==> src/rtl/uart_tx_dev.sv <==
// Bus-attached UART transmitter: byte FIFO drained as 8N1 frames on tx_o,
// with a programmable bit period and a level interrupt on idle/empty.
module uart_tx_dev #(
  parameter int unsigned DataWidth    = 32,
  parameter int unsigned AddressWidth = 32,
  parameter int unsigned FifoDepth    = 8,
  parameter logic [15:0] ClkDivReset  = 16'd867
) (
  input  logic                    clk_i,
  input  logic                    rst_i,
  input  logic                    uart_req_i,
  input  logic                    uart_we_i,
  input  logic [3:0]              uart_be_i,
  input  logic [AddressWidth-1:0] uart_addr_i,
  input  logic [DataWidth-1:0]    uart_wdata_i,
  output logic                    uart_rvalid_o,
  output logic [DataWidth-1:0]    uart_rdata_o,
  output logic                    uart_err_o,
  output logic                    tx_o,
  output logic                    uart_irq_o
);
  localparam int unsigned PtrW = $clog2(FifoDepth);
  localparam int unsigned LvlW = PtrW + 1;
  localparam logic [LvlW-1:0] LvlFull = LvlW'(FifoDepth);

  typedef enum logic [1:0] {StIdle, StStart, StData, StStop} state_e;

  state_e          state_q, state_d;
  logic            tx_q, tx_d;
  logic [15:0]     cnt_q, cnt_d;
  logic [15:0]     div_q, div_d;
  logic [2:0]      bit_q, bit_d;
  logic [7:0]      shift_q, shift_d;
  logic [PtrW-1:0] wr_ptr_q, wr_ptr_d, rd_ptr_q, rd_ptr_d;
  logic [LvlW-1:0] level_q, level_d;
  logic [7:0]      fifo_mem_q [FifoDepth];
  logic            ovf_q, ovf_d;
  logic [15:0]     clkdiv_q, clkdiv_d;
  logic            en_q, en_d, irq_en_q, irq_en_d;
  logic            rvalid_q, rvalid_d, err_q, err_d;
  logic [DataWidth-1:0] rdata_q, rdata_d;

  logic       addr_err, wr_en, rd_en;
  logic [1:0] reg_sel;
  logic       fifo_empty, fifo_full, busy, fifo_pop, push_req, push_ok;
  logic       bit_end, can_start;
  logic [7:0] fifo_head;

  logic unused_bits;
  assign unused_bits = ^{uart_addr_i[AddressWidth-1:10], uart_wdata_i[DataWidth-1:16],
                         uart_be_i[3:2]};

  always_comb begin
    addr_err = (uart_addr_i[1:0] != 2'b00) || (uart_addr_i[9:4] != 6'd0);
    reg_sel  = uart_addr_i[3:2];
    wr_en    = uart_req_i & uart_we_i & ~addr_err;
    rd_en    = uart_req_i & ~uart_we_i & ~addr_err;
  end

  always_comb begin
    fifo_empty = (level_q == '0);
    fifo_full  = (level_q == LvlFull);
    busy       = (state_q != StIdle);
    fifo_head  = fifo_mem_q[rd_ptr_q];
  end

  // A full FIFO still accepts a byte when the transmitter pops in the same cycle.
  always_comb begin
    push_req = wr_en && (reg_sel == 2'd0) && uart_be_i[0];
    push_ok  = push_req && (!fifo_full || fifo_pop);
    wr_ptr_d = wr_ptr_q + PtrW'(push_ok);
    rd_ptr_d = rd_ptr_q + PtrW'(fifo_pop);
    level_d  = level_q;
    if (push_ok && !fifo_pop)      level_d = level_q + 1'b1;
    else if (!push_ok && fifo_pop) level_d = level_q - 1'b1;
  end

  always_comb begin
    clkdiv_d = clkdiv_q;
    en_d     = en_q;
    irq_en_d = irq_en_q;
    ovf_d    = ovf_q;
    if (wr_en && (reg_sel == 2'd2)) begin
      if (uart_be_i[0]) clkdiv_d[7:0]  = uart_wdata_i[7:0];
      if (uart_be_i[1]) clkdiv_d[15:8] = uart_wdata_i[15:8];
    end
    if (wr_en && (reg_sel == 2'd3) && uart_be_i[0]) begin
      en_d     = uart_wdata_i[0];
      irq_en_d = uart_wdata_i[1];
    end
    if (wr_en && (reg_sel == 2'd1) && uart_be_i[0] && uart_wdata_i[3]) ovf_d = 1'b0;
    if (push_req && !push_ok) ovf_d = 1'b1;
  end

  always_comb begin
    rvalid_d = uart_req_i;
    err_d    = uart_req_i & addr_err;
    rdata_d  = '0;
    if (rd_en) begin
      case (reg_sel)
        2'd1:    rdata_d = DataWidth'({16'd0, 8'(level_q), 4'd0, ovf_q, busy, fifo_empty, fifo_full});
        2'd2:    rdata_d = DataWidth'({16'd0, clkdiv_q});
        2'd3:    rdata_d = DataWidth'({30'd0, irq_en_q, en_q});
        default: rdata_d = '0;
      endcase
    end
  end

  // The divider shadow div_q is loaded only at frame start, so CLKDIV writes
  // during a frame take effect on the next one.
  always_comb begin
    state_d   = state_q;
    tx_d      = tx_q;
    cnt_d     = cnt_q;
    div_d     = div_q;
    bit_d     = bit_q;
    shift_d   = shift_q;
    fifo_pop  = 1'b0;
    bit_end   = (cnt_q == div_q);
    can_start = en_q && !fifo_empty;
    case (state_q)
      StIdle: begin
        tx_d = 1'b1;
        if (can_start) begin
          fifo_pop = 1'b1;
          shift_d  = fifo_head;
          div_d    = clkdiv_q;
          cnt_d    = '0;
          tx_d     = 1'b0;
          state_d  = StStart;
        end
      end
      StStart: begin
        if (bit_end) begin
          cnt_d   = '0;
          bit_d   = '0;
          tx_d    = shift_q[0];
          shift_d = {1'b0, shift_q[7:1]};
          state_d = StData;
        end else begin
          cnt_d = cnt_q + 16'd1;
        end
      end
      StData: begin
        if (bit_end) begin
          cnt_d = '0;
          if (bit_q == 3'd7) begin
            tx_d    = 1'b1;
            state_d = StStop;
          end else begin
            tx_d    = shift_q[0];
            shift_d = {1'b0, shift_q[7:1]};
            bit_d   = bit_q + 3'd1;
          end
        end else begin
          cnt_d = cnt_q + 16'd1;
        end
      end
      StStop: begin
        if (bit_end) begin
          cnt_d = '0;
          if (can_start) begin
            fifo_pop = 1'b1;
            shift_d  = fifo_head;
            div_d    = clkdiv_q;
            tx_d     = 1'b0;
            state_d  = StStart;
          end else begin
            tx_d    = 1'b1;
            state_d = StIdle;
          end
        end else begin
          cnt_d = cnt_q + 16'd1;
        end
      end
      default: begin
        tx_d    = 1'b1;
        state_d = StIdle;
      end
    endcase
  end

  always_ff @(posedge clk_i or posedge rst_i) begin
    if (rst_i) begin
      state_q  <= StIdle;
      tx_q     <= 1'b1;
      cnt_q    <= '0;
      div_q    <= '0;
      bit_q    <= '0;
      wr_ptr_q <= '0;
      rd_ptr_q <= '0;
      level_q  <= '0;
      ovf_q    <= 1'b0;
      clkdiv_q <= ClkDivReset;
      en_q     <= 1'b0;
      irq_en_q <= 1'b0;
      rvalid_q <= 1'b0;
      rdata_q  <= '0;
      err_q    <= 1'b0;
    end else begin
      state_q  <= state_d;
      tx_q     <= tx_d;
      cnt_q    <= cnt_d;
      div_q    <= div_d;
      bit_q    <= bit_d;
      wr_ptr_q <= wr_ptr_d;
      rd_ptr_q <= rd_ptr_d;
      level_q  <= level_d;
      ovf_q    <= ovf_d;
      clkdiv_q <= clkdiv_d;
      en_q     <= en_d;
      irq_en_q <= irq_en_d;
      rvalid_q <= rvalid_d;
      rdata_q  <= rdata_d;
      err_q    <= err_d;
    end
  end

  // Byte storage needs no reset: validity is tracked by the pointers and level.
  always_ff @(posedge clk_i) begin
    if (push_ok) fifo_mem_q[wr_ptr_q] <= uart_wdata_i[7:0];
    shift_q <= shift_d;
  end

  assign uart_rvalid_o = rvalid_q;
  assign uart_rdata_o  = rdata_q;
  assign uart_err_o    = err_q;
  assign tx_o          = tx_q;
  assign uart_irq_o    = irq_en_q & fifo_empty & ~busy;

endmodule

==> config.mk <==
export PLATFORM = sky130hd
export DESIGN_NAME = uart_tx_dev
export DESIGN_NICKNAME = d
export VERILOG_FILES = /design/src/rtl/uart_tx_dev.sv
export SDC_FILE = /design/constraint.sdc
export NUM_CORES = 1
export LEC_CHECK = 0
export BUFFER_PORTS_ARGS = -buffer_cell sky130_fd_sc_hd__buf_2
export CAP_MARGIN = 5
export CORE_ASPECT_RATIO = 1.1
export CORE_MARGIN = 2
export CORE_UTILIZATION = 45
export DETAILED_ROUTE_END_ITERATION = 10
export HOLD_SLACK_MARGIN = 0.08
export PLACE_DENSITY = 0.68
export SYNTH_ARGS = -nofsm -noshare
export SYNTH_HDL_FRONTEND = slang
export SYNTH_SLANG_ARGS = --single-unit
==> constraint.sdc <==
create_clock -name clk_i -period 3.8 [get_ports clk_i]
set_clock_uncertainty 0.05 [all_clocks]
set_input_delay 0.19 -clock clk_i [delete_from_list [all_inputs] [get_ports clk_i]]
set_output_delay 0.19 -clock clk_i [all_outputs]
set_load 0.01 [all_outputs]
# Word level (Yosys, flattened, before mapping)
# Memories as Yosys holds them, arrays and structs flattened.
# Index checks and enable logic that the tools add are counted.
# op_classes
bitwise	10
reduce_logical	37
muxes	40
n_addsub	6
n_eq_ne	15
# op_table
cell	n
$mux 16	5
$pmux 16 s2	2
$pmux 16 s3	1
$mux 8	5
$pmux 8 s4	1
$add 16x1->16 const B	1
$eq 16x16->1	1
$logic_and 1x1->1	13
$mux 1	12
$ne 2x2->1 const B	6
$reduce_bool 2->1	6
$mux 2	5
$mux 3	3
$eq 2x2->1 const B	4
$mux 4	2
$pmux 2 s4	1
$reduce_and 4->1	2
$and 1x1->1	7
$add 3x1->3	2
$pmux 3 s2	1
$reduce_and 2->1	3
$reduce_bool 6->1	1
$reduce_and 5->1	1
$add 4x1->4 const B	1
other kinds (14)	22
# word_totals
reg_bits	109
elab_cells	126
mem_count	1
ram_bits	64
# mem_list
name	words	width	read_ports	rd_clocked_by_memory_dff	write_ports	line	text
fifo_mem_q	8	8	1	0	1	36	logic [7:0] fifo_mem_q [FifoDepth];

# Depth between registers and ports, before layout
# Gate-level depths: netlist (run 1).
# depth
word_depth	12
depth_mapped	15
mapped_depth_nobuf	14

# Least setup slack after synthesis (run 1)
# OpenSTA, ideal clock, no wires.
# synth_timing
path_type	reg2reg
from	register state_q[0]
to	register level_q[3]
arrival_ns	2.952
path_stages_with_launch	16
period_less_slack_ns	3.127
setup_time_ns	0.125
path_slack_ns	0.673
cell_sequence	dfrtp_1 > inv_1 > ha_1 > clkbuf_1 > inv_1 > a31o_2 > a31oi_2 > nor2_1 > ha_1 > inv_1 > ha_1 > a21o_1 > a21oi_1 > xnor2_1 > nor2_1 > xor2_1
# synth_via
elab_chain_len	7
elab_cells_between_ends	11
# synth_lines
item	line	text
start: declaration	28	state_e state_q, state_d;
start signal: assignment	185	state_q <= StIdle;
start signal: assignment	201	state_q <= state_d;
$eq 2x2->1 / $logic_not 2->1 (equally long branches)	121	case (state_q)
$pmux 1 s2 *	121	
$logic_or 1x1->1	70	push_ok = push_req && (!fifo_full || fifo_pop);
$logic_and 1x1->1	70	
$logic_not 1->1	75	else if (!push_ok && fifo_pop) level_d = level_q - 1'b1;
$logic_and 1x1->1	75	
$reduce_bool 2->1 (no line)	--	
end signal: assignment	208	level_q <= level_d;
end: declaration	35	logic [LvlW-1:0] level_q, level_d;
# Every way passes the cells marked *; elsewhere a longest branch is shown, timed or not.
# A chain may end at the register's enable or synchronous reset.

# Worst setup path after layout (run 1)
# Same ends and word-level chain as after synthesis.

==> summary.md, run 1 <==
| Metric | Value |
|---|---|
| Worst setup SP type | register |
| Port bufs | 51 |
| Critical Path RT | 4.06 ns |
| Slew Limit Fails | 0 |
| Buf/Inv on CP | 4 |
| Slowest stage delay, CP | 0.45 ns |
| Distinct cells, synth | 63 |
| Synthesized area | 7099 sq um |
| WL per Instance | 18.43 microns |
| Via density | 5.484 |
| Drt first-iter violations | 238 |
| Ratio of cells with drive above 1 in the final layout | 28.52% |
| Ant diodes | 0 |
| Core area | 15,550 sq um |
| Reg2reg path depth | 14 |
| Detail Route Antenna Nets | 0 |
| CP Max Fanout | 10 |
| # fillers | 1,244 |
| Die height | 135.7 microns |
| Die area | 16,800 sq um |
| Relative slew slack | 28.46% |
| Mux share of post-synthesis cell area | 13.45% |
| Critical Path, Cell by Cell | inv_1, ha_1, inv_1, nand2_1, o22ai_1, inv_1, ha_1, inv_1, ha_1, a21o_1, a21oi_1, xnor2_1, nor2_1, xor2_1 |
| Leakage power | 3.577 nW |
| Initial antenna violation count | 0 |
| Async SR Flop Fraction | 54.14% |
| Largest net degree at the start of global routing | 64 |
| Syn avg cell area | 14.26 sq um |
| Most common cell after layout, fill and taps aside | dfrtp_1 |
| Total CTS buffers | 17 |
| Final Hold Viols | 0 |
| Gpl congestion | 0.8018 |
| Comb power frac | 14.4% |
| FF-to-FF setup slack | 0.35 ns |
| Initial core utilization | 45.64% |
| Layout area overhead | 18.03% |
| Arrival time at the worst endpoint | 3.71 ns |
| PD cells | 528.2 nW/um^2 |
| Worst-Skew Late Latency | 0.43 ns |
| Gr usage total | 19.07% |
| Min cycle time layout | 3.452 ns |
| Switching Share | 25.07% |
| Cell-internal power | 3.316 mW |
| Clock share of power | 41.6% |
| Final-stage net count | 671 |
| Root Buffer | clkbuf_16 |
| Final setup viols | 0 |
| Setup_tns | 0 ns |
| Reg-to-reg critical path startpoint | state_q[0] |
| Post-Syn Instances | 498 |
| Clock-pin slew on the worst setup and hold paths | 0.06 ns |
| Flop pwr share | 44.0% |
| Number of flops mapped to enable cells by yosys | 72 |
| Post-cts gate resize count | 0 |
| Vias in the first global route | 4,513 |
| Synth Warn # | 0 |
| Die Span X | 123.8 microns |
| Hold Crit Start | uart_addr_i[4] |
| CTS tree | done |
| Fin crit share | 90.84% |
| Worst Hold Depth | 4 |
| Drt pass-1 iters | 4 |
| I/O pin count | 108 |
| Post-DP HPWL | 10,070 microns |
| RSZ-0062 raised after global routing | no |
| Max clock buf depth | 2 |
| Clock sink count | 157 |
| Status | completed |
| Worst hold-check path type | in2reg |
| Most frequent cells in the layout | dfrtp_1 (78), edfxtp_1 (72), buf_2 (51) |
| Post-synthesis xor/xnor area fraction | 2.961% |
| Maximum vdd drop | 0.0002979 V |
| R2r endpoint | level_q[3] |
| Top cell by count, worst path | inv_1 |
| Slew of the pin with the lowest slew margin | 1.072 ns |
| Top FF cell, synth | dfrtp_1 |
| Synth Area in Compound Gates | 6.168% |
| CTS H-tree depth | 4 |
| Critical path's top delay family | adder cells |
| FF+latch count, synth | 157 |
| Sw power | 1.110 mW |
| Seq/Total Area, Yosys | 60.54% |
| Post-Synth Simple-Gate Area | 10.08% |
| Crit path kind | reg2reg |
| Global route overflow | 0 |
| Critical path capture point type | register |
| Fmax | 289.7 MHz |
| Adder-Cell Fraction of Synth Area | 2.926% |
| Final WL | 14,670 microns |
| Worst hold endpoint | uart_err_o |
| DRC Markers | 0 |
| Via count | 4,365 |
| First-pass GRT wire length | 23,900 microns |
| Largest family of logic cells by synthesized area | multiplexers |
| Final core occ | 53.87% |
| Max-cap viol count | 0 |
| Crit-path slowest cell | ha_1 |
| Rows | 48 |
## cell families after synthesis
kind of cell               after synthesis
and+or+nand+nor                        123
buffers and inverters                   47
adders and majority gates               16
muxes                                   67
AOI/OAI and AO/OA                       63
xor gates and xnor gates                24
other                                    1
DFF                                    157
## state kept, by name, summed over array words and instances (netlist names), 2 cells and up
register	cells
clkdiv_q	16
rd_ptr_q	3
state_q	2
level_q	4
shift_q	8
uart_rdata_o	16
div_q	16
wr_ptr_q	3
cnt_q	16
fifo_mem_q	64
bit_q	3
## per-layer routing
layer / vias to the layer above / share of wire, % / global-route usage, %
met5: - / 0 / 0
met4: 0 / 2.0 / 8.081
met3: 22 / 3.5 / 2.904
met2: 120 / 50 / 30.86
met1: 2222 / 45 / 25.65
li1: 2001 / - / -
## worst register-to-register path, stage by stage, from the launching register on
cell	delay (ns)
dfrtp_1	0.40
inv_1	0.11
ha_1	0.45
inv_1	0.25
nand2_1	0.25
o22ai_1	0.42
inv_1	0.12
ha_1	0.24
inv_1	0.12
ha_1	0.25
a21o_1	0.18
a21oi_1	0.16
xnor2_1	0.13
nor2_1	0.06
xor2_1	0.14
## stage by stage
stage	power, mW	hold WS (ns)	cells	instance area [sq um]	setup WS, ns
after detailed placement	2.593	0.3289	745	7548	0.3902
after global placement	2.552	0.3217	745	7548	0.4780
after CTS	4.445	0.1305	796	8379	0.3724
after global routing	4.598	0.1419	796	8379	0.1745
final	4.426	0.1418	796	8379	0.3480
after floorplan	2.419	0.1714	513	7156	0.6731
## Yosys cell counts, drive strengths merged (3+ instances only)
| cell | number | area share, % |
|---|---|---|
| a21o | 6 | 0.63 |
| a21oi | 8 | 0.56 |
| a22o | 5 | 0.62 |
| a22oi | 8 | 0.85 |
| and2 | 8 | 0.70 |
| and3 | 3 | 0.28 |
| and4 | 5 | 0.63 |
| buf | 23 | 2.6 |
| clkbuf | 10 | 0.53 |
| dfrtp | 78 | 27 |
| dfstp | 7 | 2.6 |
| edfxtp | 72 | 30 |
| ha | 15 | 2.6 |
| inv | 14 | 0.74 |
| mux2 | 37 | 6.4 |
| mux2i | 14 | 2.0 |
| mux4 | 16 | 5.1 |
| nand2 | 30 | 1.6 |
| nand2b | 3 | 0.26 |
| nand3 | 15 | 1.1 |
| nand4 | 8 | 0.79 |
| nor2 | 23 | 1.4 |
| nor3 | 4 | 0.28 |
| nor4 | 13 | 1.7 |
| o211ai | 5 | 0.53 |
| o21ai | 15 | 1.1 |
| xnor2 | 4 | 0.49 |
| xor2 | 20 | 2.5 |
## power by group through the flow
stage / clock, mW / sequential [mW] / combinational (mW)
floorplan: 0 / 1.96 / 0.462
CTS: 1.87 / 1.95 / 0.629
global placement: 0 / 1.97 / 0.579
global route: 1.94 / 1.96 / 0.697
finish: 1.84 / 1.95 / 0.635
detailed placement: 0 / 1.98 / 0.613
## final cells by class
cell class	count	area [sq um]	share of cell area [%]
multi-input cells	309	2586	30.86
repair buffers	84	550.5	6.570
well taps	200	250.2	2.986
clock buffers	21	450.4	5.376
inverters	14	53.80	0.6421
flip-flops and latches	157	4298	51.29
clock inverters	11	190.2	2.270
## how the worst max path moves through the flow
stage	depth (start not counted)	slack (ns)	to	from
after CTS	14	0.37	level_q[3]	state_q[0]
after global placement	14	0.48	level_q[3]	uart_addr_i[7]
after detailed placement	14	0.39	level_q[3]	state_q[0]
final	14	0.35	level_q[3]	state_q[0]
after global routing	14	0.17	level_q[3]	state_q[0]
after floorplan	15	0.67	level_q[3]	state_q[0]
## timing repair
item	in CTS	in global routing
buffers inserted	0	0
hold endpoints to repair	135	0
hold buffers	19	0
Power figures use the tool's default switching activity.
==> run 2: changes to the inputs <==
--- a/config.mk
+++ b/config.mk
@@ -5,6 +5,7 @@
 export SDC_FILE = /design/constraint.sdc
 export NUM_CORES = 1
 export LEC_CHECK = 0
+export ABC_AREA = 1
 export BUFFER_PORTS_ARGS = -buffer_cell sky130_fd_sc_hd__buf_2
 export CAP_MARGIN = 5
 export CORE_ASPECT_RATIO = 1.1
@@ -12,7 +13,8 @@
 export CORE_UTILIZATION = 45
 export DETAILED_ROUTE_END_ITERATION = 10
 export HOLD_SLACK_MARGIN = 0.08
-export PLACE_DENSITY = 0.68
+export PLACE_DENSITY = 0.67
+export REMOVE_ABC_BUFFERS = 1
 export SYNTH_ARGS = -nofsm -noshare
 export SYNTH_HDL_FRONTEND = slang
 export SYNTH_SLANG_ARGS = --single-unit
==> run 2 against run 1 <==
Effect of this change: cell count up 26%; utilization decreased by 0.74 points; sequential share of layout area is 0.32 points higher; non-clock buffer count decreased by 8; critical path type unchanged; largest cell class unchanged.
==> summary.md, run 2 <==
| Metric | Value |
|---|---|
| Die Span X | 124.7 microns |
| Via count | 5,150 |
| Hold buffer count at cts | 19 |
| Root Buffer | clkbuf_16 |
| Count leader, synth | nand2_1 |
| Clock-pin slew on the worst setup and hold paths | 0.06 ns |
| Final-stage net count | 876 |
| Maximum vdd drop | 0.0002748 V |
| Cell count along the critical path | 16 |
| Adder-Cell Fraction of Synth Area | 2.879% |
| Synthesized area | 7214 sq um |
| Crit-path slowest cell | ha_1 |
| Total CTS buffers | 17 |
| Syn avg cell area | 10.09 sq um |
| CP Max Fanout | 12 |
| Min cycle time layout | 3.182 ns |
| Status | completed |
| FF-to-FF setup slack | 0.62 ns |
| Largest net degree at the start of global routing | 58 |
| Ratio of cells with drive above 1 in the final layout | 17.73% |
| Number of flops mapped to enable cells by yosys | 72 |
| Worst-Skew Late Latency | 0.42 ns |
| Global route overflow | 0 |
| Mux share of post-synthesis cell area | 0.9712% |
| CTS H-tree depth | 4 |
| Gr usage total | 18.73% |
| Leakage power | 3.570 nW |
| Worst setup SP type | register |
| FF+latch count, synth | 157 |
| Rows | 48 |
| Most common cell after layout, fill and taps aside | nand2_1 |
| Arrival time at the worst endpoint | 3.44 ns |
| Vias in the first global route | 5,170 |
| Initial antenna violation count | 0 |
| Slew Limit Fails | 0 |
| Worst Hold Depth | 5 |
| Largest Register | fifo_mem_q |
| Power Total | 4.420 mW |
| Post-Syn Instances | 715 |
| Distinct cells, synth | 42 |
| Synth Area in Compound Gates | 10.41% |
| Detail Route Antenna Nets | 0 |
| Gpl congestion | 0.8128 |
| Final setup viols | 0 |
| Slew of the pin with the lowest slew margin | 1.058 ns |
| Largest area contributor in the netlist | edfxtp_1 |
| Worst hold-check path type | in2reg |
| Share of Yosys cell area claimed by the top area cell type | 29.97% |
| Min Hold Slack | 0.1533 ns |
| Max clock buf depth | 2 |
| Synth Warn # | 0 |
| Initial core utilization | 46.02% |
| Fmax | 314.2 MHz |
| # Post-CTS Setup Buffers | 0 |
| Seq/Total Area, Yosys | 59.57% |
| Fin crit share | 83.74% |
| PD cells | 530.7 nW/um^2 |
| RSZ-0062 raised after global routing | no |
| Max reg flops | 64 |
| First-pass GRT wire length | 25,200 microns |
| Top FF cell, synth | dfrtp_1 |
| Post-Synth Simple-Gate Area | 16.39% |
| Largest family of logic cells by synthesized area | simple AND/OR/NAND/NOR gates |
| Crit path kind | reg2reg |
| Multi-input gate area | 2429 sq um |
| Sequential Area | 4298 sq um |
| Die height | 136.8 microns |
| Async SR Flop Fraction | 54.14% |
| Buf/Inv on CP | 3 |
| Slowest stage delay, CP | 0.49 ns |
| Setup_tns | 0 ns |
| Commonest cells post-synth | nand2_1 (153), dfrtp_1 (78), nor2_1 (76) |
| Final WL | 15,200 microns |
| Layout area overhead | 15.44% |
| Drt first-iter violations | 324 |
| Port bufs | 51 |
| Drt pass-1 iters | 5 |
| Critical path capture point type | register |
| Post-synthesis xor/xnor area fraction | 2.185% |
| # fillers | 1,356 |
| Via density | 5.145 |
| Top cell by count, worst path | nand2_1 |
| Largest cells by area after synthesis | edfxtp_1 (30%), dfrtp_1 (27%), nand2_1 (8.0%), nor2_1 (4.0%), inv_1 (3.7%) |
| Final Hold Viols | 0 |
| Relative slew slack | 29.46% |
| Critical Path RT | 4.05 ns |
| DRC Markers | 0 |
| Most frequent cells in the layout | nand2_1 (153), dfrtp_1 (78), nor2_1 (76) |
| CTS tree | done |
| Post-DP HPWL | 10,310 microns |
| Reg2reg path depth | 16 |
| WL per Instance | 15.18 microns |
| Critical Path, Cell by Cell | inv_1, ha_1, nor2_4, nand2_1, nand3_1, nand2_1, inv_1, ha_1, inv_1, ha_1, a21o_1, a21oi_1, nand2_1, nand2_1, nor2_1, xor2_1 |
| I/O pin count | 108 |
| Clock sink count | 157 |
| Critical path's top delay family | adder cells |
| Core area | 15,680 sq um |
| Ant diodes | 0 |
| Die area | 17,060 sq um |
| Post-cts gate resize count | 0 |
| Max-cap viol count | 0 |
run 2: cell count changes after synthesis, moves of 9 or more:
cell / before / now
mux2_2: 27 / 0
o21ai_0: 15 / 43
o21ai_2: 0 / 11
nor2_1: 21 / 76
nand2_1: 30 / 153
mux4_2: 16 / 0
inv_1: 14 / 71
mux2_4: 10 / 0
nor3_1: 4 / 13
inv_2: 0 / 12
o22ai_1: 2 / 16
run 2: kinds of logic (layout without fill, tap and decap cells):
family,after synthesis,after routing
XOR/XNOR,18,18
other,1,16
buffers and inverters,120,191
AND/OR/NAND/NOR,279,279
flip-flops,157,157
adder cells (fa/ha/maj),16,16
multiplexers,7,7
AO/OA/AOI/OAI,117,117
run 2: where the power goes:
part	internal, mW	total (mW)	leakage (nW)	switching (mW)
combinational	0.266	0.856	1.55	0.590
sequential	1.93	2.01	1.76	0.0725
clock	0.862	1.56	0.257	0.695
run 2: worst reg2reg max path, stage by stage (launching register included):
cell and delay (ns):
dfrtp_1 0.40, inv_1 0.12, ha_1 0.49, nor2_4 0.40, nand2_1 0.13, nand3_1 0.15
nand2_1 0.06, inv_1 0.08, ha_1 0.19, inv_1 0.10, ha_1 0.28, a21o_1 0.17
a21oi_1 0.15, nand2_1 0.07, nand2_1 0.06, nor2_1 0.04, xor2_1 0.13
run 2: area by class of cell:
type / instances / area share [%]
multi-input combinational: 453 / 29.16
tap: 200 / 3.005
timing repair buffer: 76 / 5.889
sequential: 157 / 51.61
clock inverter: 14 / 1.307
inverter: 83 / 3.756
clock buffer: 18 / 5.273
run 2: stage by stage:
stage                     std cells  area [sq um]  util (%)  setup slack, ns
after floorplan                 693          7038         -            1.038
after global placement          950          7590     48.42           0.6890
after detailed placement        950          7590     48.42           0.6499
after CTS                      1001          8328     53.13           0.6233
after global routing           1001          8328     53.13           0.3080
final                          1001          8328     53.13           0.6177
run 2: final timing paths:
kind / from / end
min in group asynchronous: rst_i / uart_rvalid_o
hold / removal: uart_addr_i[2] / uart_rdata_o[1]
max in group asynchronous: rst_i / tx_o
hold reg to reg: level_q[3] / level_q[3]
setup / recovery: state_q[0] / level_q[3]
setup reg to reg: state_q[0] / level_q[3]
run 2: routing by layer:
metal	track usage (%)	part of all wire, %	wire, microns
met4	6.991	1.9	292
met2	31.33	49	7414
met1	24.54	44	6685
met5	0	0	0
met3	3.557	5.3	807
==> run 3: changes to the inputs <==
==> constraint.sdc (replaced) <==
create_clock -name clk_i -period 3.2 [get_ports clk_i]
set_clock_uncertainty 0.05 [all_clocks]
set_input_delay 0.16 -clock clk_i [delete_from_list [all_inputs] [get_ports clk_i]]
set_output_delay 0.16 -clock clk_i [all_outputs]
set_load 0.01 [all_outputs]
==> run 3 against run 2 <==
Effect of this change: routed wire length is 0.20% higher; sequential share of layout area fell by 0.62 points; fmax up 10%; critical path type unchanged; utilization is 0.65 points higher; first-iteration DRC count fell by 8.3%; non-clock buffer count rose by 9; global-route usage up 0.051 points; die area unchanged; total power increased by 21%; clock power grew 24%.
==> summary.md, run 3 (synthesis results as in run 2) <==
| Metric | Value |
|---|---|
| Status | completed |
| Layout area overhead | 16.84% |
| Clock sink count | 157 |
| Final-stage net count | 885 |
| Root Buffer | clkbuf_16 |
| Arrival time at the worst endpoint | 3.15 ns |
| Core area | 15,680 sq um |
| DRC Markers | 0 |
| Clock-pin slew on the worst setup and hold paths | 0.06 ns |
| Total CTS buffers | 17 |
| Setup_tns | 0 ns |
| Rows | 48 |
| Fin crit share | 90.14% |
| Die area | 17,060 sq um |
| Leakage power | 3.622 nW |
| WL per Instance | 15.08 microns |
| Relative slew slack | 33.13% |
| Post-DP HPWL | 10,560 microns |
| Worst setup SP type | register |
| First-pass GRT wire length | 25,130 microns |
| Critical Path RT | 3.46 ns |
| Final setup viols | 0 |
| Port bufs | 51 |
| RSZ-0062 raised after global routing | no |
| Max reg flops | 64 |
| Most common cell after layout, fill and taps aside | nand2_1 |
| Final WL | 15,230 microns |
| CTS tree | done |
| CP Max Fanout | 5 |
| Fmax | 346.7 MHz |
| Drt first-iter violations | 297 |
| Initial core utilization | 46.02% |
| Drt pass-1 iters | 5 |
| Die Span X | 124.7 microns |
| Worst hold-check path type | in2reg |
| Ant diodes | 0 |
| Global route overflow | 0 |
| Min cycle time layout | 2.885 ns |
| Power Total | 5.368 mW |
| Via density | 5.064 |
| Gpl congestion | 0.8155 |
| Largest net degree at the start of global routing | 51 |
| PD cells | 636.8 nW/um^2 |
| Final Hold Viols | 0 |
| Gr usage total | 18.78% |
| Vias in the first global route | 5,107 |
| Post-route cell area | 8429 sq um |
| Slew of the pin with the lowest slew margin | 1.003 ns |
| Via count | 5,115 |
| Crit path kind | reg2reg |
| Slew Limit Fails | 0 |
| Max-cap viol count | 0 |
| Detail Route Antenna Nets | 0 |
| Post-DP Area | 7650 sq um |
| Largest Register | fifo_mem_q |
| Max clock buf depth | 2 |
| CTS H-tree depth | 4 |
| Most frequent cells in the layout | nand2_1 (153), dfrtp_1 (78), nor2_1 (76) |
| Critical path capture point type | register |
| Die height | 136.8 microns |
| Maximum vdd drop | 0.0004177 V |
| I/O pin count | 108 |
| Worst-Skew Late Latency | 0.43 ns |
| Ratio of cells with drive above 1 in the final layout | 18.40% |
| Initial antenna violation count | 0 |
-- run 3: timing repair --
item,in CTS,in global routing
buffers inserted,0,0
endpoints found under the hold margin,129,0
endpoints found under the setup margin,0,1
hold buffers,20,0
gates resized for setup,0,1
-- run 3: final cells by class --
type	instances	area [sq um]
fill	1360	7246
sequential	157	4298
multi-input combinational	453	2434
timing repair buffer	85	560.5
clock buffer	18	429.2
inverter	83	312.8
tap	200	250.2
clock inverter	14	145.1
-- run 3: layer usage --
metal | routed length [microns] | share of wire (%) | GRT usage, %
met5 | 0 | 0 | 0
met4 | 204 | 1.3 | 5.993
met2 | 7621 | 50 | 32.24
met3 | 650 | 4.3 | 4.183
met1 | 6753 | 44 | 23.92
-- run 3: where the power goes --
part / switching (mW) / total [mW] / internal, mW / leakage (nW)
Combinational: 0.704 / 1.04 / 0.332 / 1.60
Sequential: 0.0920 / 2.39 / 2.30 / 1.76
Clock: 0.798 / 1.94 / 1.14 / 0.262
Total: 1.59 / 5.37 / 3.77 / 3.62
-- run 3: path summary, 6_finish.rpt --
kind                              startpoint  depth (start not counted)  slack, ns         endpoint
worst max-delay path              state_q[1]                         16       0.32       level_q[3]
worst min-delay path               uart_we_i                          4       0.10  uart_rdata_o[0]
worst max register to register    state_q[1]                         16       0.32       level_q[3]
worst min register to register  clkdiv_q[14]                          2       0.44     clkdiv_q[14]
max in group asynchronous              rst_i                          4       1.88      clkdiv_q[6]
min in group asynchronous              rst_i                          3       0.38    uart_rvalid_o
-- run 3: critical path, cell delays in order, from the launching register on --
cell,delay [ns]
dfrtp_1,0.42
inv_1,0.12
ha_1,0.36
nor3_2,0.18
nand3_1,0.12
nand3_1,0.14
nand2_1,0.06
inv_1,0.08
ha_1,0.18
inv_1,0.09
ha_1,0.28
a21o_1,0.18
a21oi_1,0.19
nand2_1,0.08
nand2_1,0.06
nor2_1,0.05
xor2_1,0.13
-- run 3: metrics by stage --
step	utilization, %	hold slack, ns	setup WS [ns]	cells
after global placement	48.80	0.2790	0.3960	958
after floorplan	-	0.1414	0.4381	693
after CTS	53.74	0.08741	0.2820	1010
after detailed placement	48.80	0.2848	0.2906	958
final	53.78	0.1018	0.3154	1010
after global routing	53.78	0.1189	0.03631	1010
